<file path="config.mk">
export PLATFORM = sky130hd
export DESIGN_NAME = counter_sched_arbiter
export DESIGN_NICKNAME = d
export VERILOG_FILES = /design/src/rtl/counter_sched_pkg.sv /design/src/rtl/rr_arbiter.sv /design/src/rtl/counter_sched_arbiter.sv
export SDC_FILE = /design/constraint.sdc
export NUM_CORES = 1
export LEC_CHECK = 0
export CAP_MARGIN = 20
export CORE_ASPECT_RATIO = 0.8
export CORE_UTILIZATION = 46
export DETAILED_ROUTE_END_ITERATION = 8
export GPL_TIMING_DRIVEN = 0
export PLACE_DENSITY = 0.84
export SLEW_MARGIN = 20
export SYNTH_ARGS = -nofsm -noshare
export SYNTH_HDL_FRONTEND = slang
export SYNTH_SLANG_ARGS = --single-unit
</file>
<file path="constraint.sdc">
create_clock -name clk -period 5.9 [get_ports clk]
set_clock_uncertainty 0.15 [all_clocks]
set_input_delay 1.18 -clock clk [delete_from_list [all_inputs] [get_ports clk]]
set_output_delay 1.18 -clock clk [all_outputs]
set_load 0.02 [all_outputs]
</file>
<file path="src/rtl/counter_sched_pkg.sv">
// -----------------------------------------------------------------------------
// counter_sched_pkg
// Shared types and default sizes for the time-shared interval timer
// (counter_sched_arbiter) and its round-robin arbiter.
//   state_e      : scheduler FSM states
//   DEF_NUM_REQ  : default number of requesters
//   DEF_CNT_W    : default counter / job-length width
// -----------------------------------------------------------------------------
package counter_sched_pkg;

    typedef enum logic [1:0] {
        ST_IDLE = 2'd0,
        ST_RUN  = 2'd1,
        ST_DONE = 2'd2
    } state_e;

    localparam int DEF_NUM_REQ = 4;
    localparam int DEF_CNT_W   = 8;

endpackage : counter_sched_pkg

</file>
<file path="src/rtl/rr_arbiter.sv">
// -----------------------------------------------------------------------------
// rr_arbiter
// Purely combinational round-robin pick: the winner is the first asserted
// request found searching upward from ptr, wrapping past NUM_REQ-1 to 0.
// Ports:
//   req      in   NUM_REQ  request vector
//   ptr      in   ID_W     highest-priority index this round (< NUM_REQ)
//   gnt      out  NUM_REQ  one-hot grant, zero when no request
//   gnt_idx  out  ID_W     index of the winner (0 when no request)
//   gnt_vld  out  1        at least one request present
// -----------------------------------------------------------------------------
module rr_arbiter #(
    parameter  int NUM_REQ = 4,
    localparam int ID_W    = $clog2(NUM_REQ)
) (
    input  logic [NUM_REQ-1:0] req,
    input  logic [ID_W-1:0]    ptr,
    output logic [NUM_REQ-1:0] gnt,
    output logic [ID_W-1:0]    gnt_idx,
    output logic               gnt_vld
);

    int j;

    always_comb begin
        gnt     = '0;
        gnt_idx = '0;
        gnt_vld = 1'b0;
        j       = 0;
        // Scan from the farthest position back towards ptr so the last hit
        // written is the one closest to ptr, i.e. the round-robin winner.
        for (int k = NUM_REQ - 1; k >= 0; k--) begin
            j = int'(ptr) + k;
            if (j >= NUM_REQ) begin
                j = j - NUM_REQ;
            end
            if (req[ID_W'(j)]) begin
                gnt_idx = ID_W'(j);
                gnt_vld = 1'b1;
            end
        end
        if (gnt_vld) begin
            gnt[gnt_idx] = 1'b1;
        end
    end

endmodule : rr_arbiter

</file>
<file path="src/rtl/counter_sched_arbiter.sv">
// -----------------------------------------------------------------------------
// counter_sched_arbiter
// One down-counting interval timer shared between NUM_REQ requesters. In IDLE
// a round-robin arbiter picks a requester, its length is loaded and counted
// down in RUN, and DONE pulses the owner's done bit for one cycle. flush
// aborts a job (RUN or DONE) without a done pulse; pause holds the count.
// Ports:
//   clk        in   1              clock, all logic on posedge
//   rst        in   1              synchronous active-high reset
//   req_valid  in   NUM_REQ        per-requester job request
//   req_len    in   NUM_REQ*CNT_W  packed lengths, slice i = [i*CNT_W +: CNT_W]
//   req_ready  out  NUM_REQ        one-hot accept (IDLE only)
//   pause      in   1              hold count while in RUN
//   flush      in   1              abort job in RUN/DONE, no done pulse
//   done       out  NUM_REQ        one-cycle completion pulse to the owner
//   busy       out  1              high in RUN or DONE
//   grant_id   out  ID_W           current / last owner index
//   count      out  CNT_W          remaining count
// -----------------------------------------------------------------------------
module counter_sched_arbiter
    import counter_sched_pkg::*;
#(
    parameter  int NUM_REQ = DEF_NUM_REQ,
    parameter  int CNT_W   = DEF_CNT_W,
    localparam int ID_W    = $clog2(NUM_REQ)
) (
    input  logic                       clk,
    input  logic                       rst,
    input  logic [NUM_REQ-1:0]         req_valid,
    input  logic [NUM_REQ*CNT_W-1:0]   req_len,
    output logic [NUM_REQ-1:0]         req_ready,
    input  logic                       pause,
    input  logic                       flush,
    output logic [NUM_REQ-1:0]         done,
    output logic                       busy,
    output logic [ID_W-1:0]            grant_id,
    output logic [CNT_W-1:0]           count
);

    state_e             state_q, state_d;
    logic [CNT_W-1:0]   count_q, count_d;
    logic [ID_W-1:0]    grant_q, grant_d;
    logic [ID_W-1:0]    rr_ptr_q, rr_ptr_d;

    logic [NUM_REQ-1:0] arb_gnt;
    logic [ID_W-1:0]    arb_idx;
    logic               arb_vld;
    logic [CNT_W-1:0]   len_arr [NUM_REQ];
    logic [CNT_W-1:0]   sel_len;
    logic [ID_W-1:0]    ptr_after_owner;

    rr_arbiter #(
        .NUM_REQ (NUM_REQ)
    ) u_rr_arbiter (
        .req     (req_valid),
        .ptr     (rr_ptr_q),
        .gnt     (arb_gnt),
        .gnt_idx (arb_idx),
        .gnt_vld (arb_vld)
    );

    always_comb begin
        for (int i = 0; i < NUM_REQ; i++) begin
            len_arr[i] = req_len[i*CNT_W +: CNT_W];
        end
    end

    assign sel_len = len_arr[arb_idx];

    // Priority moves to the requester just after the owner once its job
    // ends, whether it completed or was flushed.
    assign ptr_after_owner = (grant_q == ID_W'(NUM_REQ - 1)) ? '0 : grant_q + ID_W'(1);

    always_comb begin
        state_d   = state_q;
        count_d   = count_q;
        grant_d   = grant_q;
        rr_ptr_d  = rr_ptr_q;
        req_ready = '0;
        done      = '0;

        case (state_q)
            ST_IDLE: begin
                // Accept is implied whenever a winner exists: req_ready is
                // the winner's one-hot and the winner's valid is high.
                if (arb_vld && !rst) begin
                    req_ready = arb_gnt;
                    count_d   = sel_len;
                    grant_d   = arb_idx;
                    state_d   = (sel_len == '0) ? ST_DONE : ST_RUN;
                end
            end

            ST_RUN: begin
                if (flush) begin
                    count_d  = '0;
                    rr_ptr_d = ptr_after_owner;
                    state_d  = ST_IDLE;
                end else if (!pause) begin
                    if (count_q == CNT_W'(1)) begin
                        count_d = '0;
                        state_d = ST_DONE;
                    end else if (count_q != '0) begin
                        count_d = count_q - CNT_W'(1);
                    end
                end
            end

            ST_DONE: begin
                // flush in the completion cycle swallows the done pulse.
                if (!flush && !rst) begin
                    done[grant_q] = 1'b1;
                end
                count_d  = '0;
                rr_ptr_d = ptr_after_owner;
                state_d  = ST_IDLE;
            end

            default: begin
                count_d = '0;
                state_d = ST_IDLE;
            end
        endcase
    end

    always_ff @(posedge clk) begin
        if (rst) begin
            state_q  <= ST_IDLE;
            count_q  <= '0;
            grant_q  <= '0;
            rr_ptr_q <= '0;
        end else begin
            state_q  <= state_d;
            count_q  <= count_d;
            grant_q  <= grant_d;
            rr_ptr_q <= rr_ptr_d;
        end
    end

    assign busy     = (state_q == ST_RUN) || (state_q == ST_DONE);
    assign grant_id = grant_q;
    assign count    = count_q;

endmodule : counter_sched_arbiter

</file>
==> reports/qor.yml, run 1 <==
hp-class: "reg -> reg"
cts_root_buf: "clkbuf_8"
drive_gt1_share_pct: 6.17
finalMaxSlewViolations: 0
ant_nets: 0
seq_power_share_pct: 22.6
switching_share_pct: 45.5
dieArea_sq_um: 3230
die_height_microns: 51.0
drtIter0Drc: 85
pin_count: 59
grt_max_degree: 11
clk_transition_reported_paths_ps: 60
fin_crit_ps: 4790
diodes: 0
vias: 1626
clock-sinks: 14
grt_pass1_vias: 1484
status: "complete, no violations"
crit_type: "in -> out"
rsz0062_at_grt: "no"
clkLatencyLatePin_ps: 240
fin_crit_sh_pct: 81.2
antenna_found_initial: 0
core_sq_um: 2810
initial_core_util_pct: 49.2
synth_cell_type_count: 39
worstMarginPinSlew_ps: 498
yosysWarnings: 0
p_per_area_nw_per_um2: 352
crit_arrival_ps: 3460
vias_per_cell: 5.79
use_met3_pct: 4.91
cts_resized: 0
power.switching_w: 0.000329
synth-seq-cells: 14
area_growth_pct: 48.7
p_comb_share_pct: 64.5
htreeDepth: 1
layout_commonest_cell: "clkdlybuf4s50_1"
synthesis.nets: 232
drt_pre_antenna_iters: 4
fmax_mhz: 209
leakagePower_nw: 0.750
syn_inst: 182
synth_seq_area_share_pct: 20.3
avgSynthCellArea_sq_um: 7.60
setup_tns_ps: 0
clockPowerShare_pct: 12.9
endpoint_kind: "output port"
totalWireLength_microns: 3970
numCtsBuffers: 3
report.final.setup_viol: 0
syn_area_sq_um: 1380
worstPathRequired_ps: 4570
final_nets: 294
grt_pass1_wl_microns: 6510
cts_tree: "yes"
r2r_cells: 9
gp_congestion: 0.895
final_cell_mix: "clkdlybuf4s50_1 (57), nor3b_1 (19), nor3_1 (16)"
fin_cells: 281
post-dp-hpwl_microns: 3110
intPower_w: 0.000394
grt_use_met2_pct: 45.9
cts_setup_buffers: 0
dp_cells: 277
relSlewSlack_pct: 66.7
use_met1_pct: 31.3
num_rows: 17
min_delay_path_depth: 2
die_width_microns: 63.3
start_kind: "input port"
grt_usage_pct: 25.5
grt-ovfl-total: 0
hold_viol_final: 0
postCtsHoldBufs: 0
port-buffer-count: 57
path_max_fanout: 10
gr-max-usage-layer: "met2"
cts_buffer_depth: 2
wl_per_cell_microns: 14.1
irDropWorstVdd_uv: 154
maxCapViolCount: 0
drcViolationCount: 0
[final timing paths]
kind / start / endpoint / slack [ps]
hold / removal: count[5]$_SDFFE_PP0P_ / count[5]$_SDFFE_PP0P_ / 330
setup / recovery: req_valid[1] / req_ready[1] / 1110
setup reg to reg: rr_ptr_q[1]$_SDFFE_PP0P_ / state_q[0]$_SDFFE_PP0P_ / 3040
hold reg to reg: count[5]$_SDFFE_PP0P_ / count[5]$_SDFFE_PP0P_ / 330
[routing by layer]
layer,up-vias,wire [microns]
li1,796,-
met2,72,1890
met1,756,1750
met5,-,0
met3,2,309
met4,0,15
[cells by family (layout without fill, tap and decap cells)]
| logic type | after synthesis | count (layout) | synth area share (%) |
|---|---|---|---|
| AND/OR/NAND/NOR | 74 | 74 | 30.9 |
| AO/OA/AOI/OAI | 55 | 55 | 27.4 |
| buffers and inverters | 23 | 84 | 8.33 |
| flip-flops | 14 | 14 | 20.3 |
| adder cells (fa/ha/maj) | 10 | 10 | 9.05 |
| XOR/XNOR | 3 | 3 | 1.90 |
| multiplexers | 3 | 3 | 2.17 |
[final cells by class]
cell class	count	area, sq um
Sequential cell	14	280
Buffer	12	73.8
Clock buffer	4	55.1
Tap cell	38	47.5
Inverter	11	41.3
Timing Repair Buffer	57	571
Fill cell	222	752
Multi-Input combinational cell	145	987
[registers in the layout, summed over array words and instances (netlist names)]
signal	count
state_q	2
grant_id	2
count	8
rr_ptr_q	2
[worst max-delay path: stages]
cell	delay, ps
clkdlybuf4s50_1	560
a21boi_1	220
o22ai_2	180
or2_1	260
buf_6	150
buf_8	140
nor3_1	140
clkdlybuf4s50_1	630
[cell usage after synthesis]
| cell type | count | area, sq um |
|---|---|---|
| o21a_1 | 2 | 15.0 |
| inv_1 | 10 | 37.5 |
| or2_1 | 1 | 6.26 |
| a21o_1 | 1 | 7.51 |
| clkinv_1 | 1 | 3.75 |
| nor3_1 | 16 | 80.1 |
| clkbuf_1 | 7 | 26.3 |
| xor2_1 | 1 | 8.76 |
| a41o_1 | 1 | 10.0 |
| nor3b_2 | 1 | 12.5 |
| xnor2_1 | 2 | 17.5 |
| o311ai_0 | 1 | 8.76 |
| a211oi_2 | 3 | 37.5 |
| o21ai_0 | 9 | 45.0 |
| ha_1 | 10 | 125 |
| a21oi_1 | 10 | 50.1 |
| nand2_1 | 4 | 15.0 |
| o22ai_1 | 5 | 31.3 |
| a211oi_1 | 14 | 105 |
| or3_1 | 3 | 18.8 |
| a211o_1 | 1 | 8.76 |
| buf_6 | 2 | 22.5 |
| a31oi_1 | 2 | 12.5 |
| o21ai_1 | 2 | 10.0 |
| nor4_1 | 4 | 25.0 |
| buf_2 | 2 | 10.0 |
| a31o_2 | 1 | 8.76 |
| nand3_1 | 1 | 5.00 |
| a21boi_1 | 1 | 7.51 |
| o22a_1 | 1 | 8.76 |
| or4_1 | 2 | 15.0 |
| and3_1 | 4 | 25.0 |
| nor2_1 | 15 | 56.3 |
| buf_8 | 1 | 15.0 |
| nand2b_1 | 4 | 25.0 |
| o22ai_2 | 1 | 12.5 |
| mux2i_1 | 3 | 30.0 |
| dfxtp_1 | 14 | 280 |
| nor3b_1 | 19 | 143 |
[power groups by stage]
stage                     registers [W]  logic (W)  clock network (W)
after floorplan                0.000184   0.000286                  0
after global placement         0.000162   0.000444                  0
after detailed placement       0.000163   0.000459                  0
after CTS                      0.000162   0.000463          0.0000940
after global routing           0.000166   0.000513          0.0000988
final                          0.000163   0.000467          0.0000932
[through the flow]
stage          util [%]  instance area [sq um]  worst slack, ps  hold WS, ps  power [W]
3_3_place_gp       71.3                   2000             1180          311   0.000606
3_5_place_dp       71.3                   2000             1120          323   0.000622
4_1_cts            73.2                   2060             1110          332   0.000719
2_1_floorplan         -                   1380             2130          306   0.000470
6_report           73.2                   2060             1110          334   0.000723
5_1_grt            73.2                   2060              998          370   0.000779
Note: power is estimated with default switching activity, not from simulation.
==> run 2: changes to the inputs <==
--- a/config.mk
+++ b/config.mk
@@ -7,10 +7,10 @@
 export LEC_CHECK = 0
 export CAP_MARGIN = 20
 export CORE_ASPECT_RATIO = 0.8
-export CORE_UTILIZATION = 46
+export CORE_UTILIZATION = 43
 export DETAILED_ROUTE_END_ITERATION = 8
 export GPL_TIMING_DRIVEN = 0
-export PLACE_DENSITY = 0.84
+export PLACE_DENSITY = 0.79
 export SLEW_MARGIN = 20
 export SYNTH_ARGS = -nofsm -noshare
 export SYNTH_HDL_FRONTEND = slang
==> constraint.sdc (replaced) <==
create_clock -name clk -period 4.5 [get_ports clk]
set_clock_uncertainty 0.15 [all_clocks]
set_input_delay 0.9 -clock clk [delete_from_list [all_inputs] [get_ports clk]]
set_output_delay 0.9 -clock clk [all_outputs]
set_load 0.02 [all_outputs]
==> reports/qor.yml, run 2 (synthesized netlist as in run 1, its figures left out) <==
status: "complete, no violations"
port-buffer-count: 57  # unchanged
totalWireLength_microns: 3650  # -8.1%
leakagePower_nw: 0.743  # -0.96%
grt_max_degree: 11  # unchanged
cts_root_buf: "clkbuf_8"
report.final.setup_viol: 0  # unchanged
grt_usage_pct: 22.8  # -2.7 points
rsz0062_at_grt: "no"
vias: 1579  # -2.9%
crit_type: "in -> out"
num_rows: 18  # +1
diodes: 0  # unchanged
final_nets: 294  # unchanged
clkLatencyLatePin_ps: 240  # about the same
largest_reg_flops: 8  # unchanged
finalPower_w: 0.000914  # +26%
grt_pass1_wl_microns: 6040  # -7.1%
gp_congestion: 0.823  # -8.0%
p_per_area_nw_per_um2: 447  # +27%
die_height_microns: 52.7  # +3.3%
final_cell_mix: "clkdlybuf4s50_1 (57), nor3b_1 (19), nor3_1 (16)"
post-dp-hpwl_microns: 2900  # -6.9%
worstPathRequired_ps: 3450  # -1120 ps
initial_core_util_pct: 45.1  # -4.1 points
die_width_microns: 65.4  # +3.3%
drt_pre_antenna_iters: 4  # unchanged
core_sq_um: 3060  # +9.1%
dieArea_sq_um: 3450  # +6.7%
setup_tns_ps: 0  # unchanged
drcViolationCount: 0  # unchanged
clock-sinks: 14  # unchanged
fmax_mhz: 238
endpoint_kind: "output port"
htreeDepth: 1  # unchanged
vias_per_cell: 5.60  # -3.2%
pin_count: 59  # unchanged
hold_viol_final: 0  # unchanged
finalMaxSlewViolations: 0  # unchanged
relSlewSlack_pct: 65.8  # -0.83 points
crit_arrival_ps: 3160  # -300 ps
path_max_fanout: 10  # unchanged
wl_per_cell_microns: 12.9  # -8.4%
cts_resized: 0  # unchanged
drive_gt1_share_pct: 5.79  # -0.39 points
postCtsHoldBufs: 0  # unchanged
start_kind: "input port"
cts_setup_buffers: 0  # unchanged
drtIter0Drc: 102  # +20%
ant_nets: 0  # unchanged
cts_buffer_depth: 2  # unchanged
maxCapViolCount: 0  # unchanged
grt_pass1_vias: 1296  # -13%
antenna_found_initial: 0  # unchanged
irDropWorstVdd_uv: 193  # +25%
clk_transition_reported_paths_ps: 50  # about the same
layout_commonest_cell: "clkdlybuf4s50_1"
fin_crit_sh_pct: 93.5
cts_tree: "yes"
numCtsBuffers: 3  # unchanged
reg2reg_slack_ps: 1640  # -1400 ps
hp-class: "reg -> reg"
area_growth_pct: 47.9
worstMarginPinSlew_ps: 510  # +12.4 ps
grt-ovfl-total: 0  # unchanged
fin_crit_ps: 4210
==> run 2: cell types whose count changed in the layout (fill, tap and decap cells not counted), sizes merged <==
cell,delta
clkbuf,-1
==> run 2: area by class of cell <==
class | instances | area [sq um]
buffer | 12 | 73.8
timing repair buffer | 57 | 571
sequential | 14 | 280
inverter | 11 | 41.3
tap | 40 | 50.0
clock buffer | 3 | 41.3
multi-input combinational | 145 | 987
fill | 279 | 1020
==> run 2: power breakdown <==
group	switching (W)	leakage [nW]	internal, W
combinational	0.000325	0.606	0.000275
clock	0.0000411	0.0216	0.0000592
sequential	0.0000488	0.115	0.000164
total	0.000415	0.743	0.000498
==> run 2: final timing paths <==
kind	end	cells after the start	from
worst max-delay path	req_ready[1]	8	req_valid[1]
worst min-delay path	count[5]$_SDFFE_PP0P_	2	count[5]$_SDFFE_PP0P_
worst max register to register	state_q[0]$_SDFFE_PP0P_	10	rr_ptr_q[1]$_SDFFE_PP0P_
worst min register to register	count[5]$_SDFFE_PP0P_	2	count[5]$_SDFFE_PP0P_
==> run 2: critical path, cell delays in order <==
cell	delay [ps]
clkdlybuf4s50_1	560
a21boi_1	210
o22ai_2	170
or2_1	250
buf_6	140
buf_8	140
nor3_1	150
clkdlybuf4s50_1	630
==> run 2: per-stage QoR <==
stage               hold WS (ps)  setup slack (ps)  utilization (%)  cells  cell area [sq um]
floorplan                    306              1290                -    182               1380
global placement             313               277             65.4    279               2000
detailed placement           322               299             65.4    279               2000
CTS                          329               281             66.7    282               2040
global route                 334               104             66.7    282               2040
finish                       326               292             66.7    282               2040
==> run 2: layer usage <==
layer	wire (microns)	part of all wire (%)	GRT usage (%)	up-vias
li1	-	-	-	802
met1	1850	51	33.5	709
met2	1500	41	34.0	63
met3	261	7.2	3.26	5
met4	44	1.2	6.52	0
met5	0	0	0	-
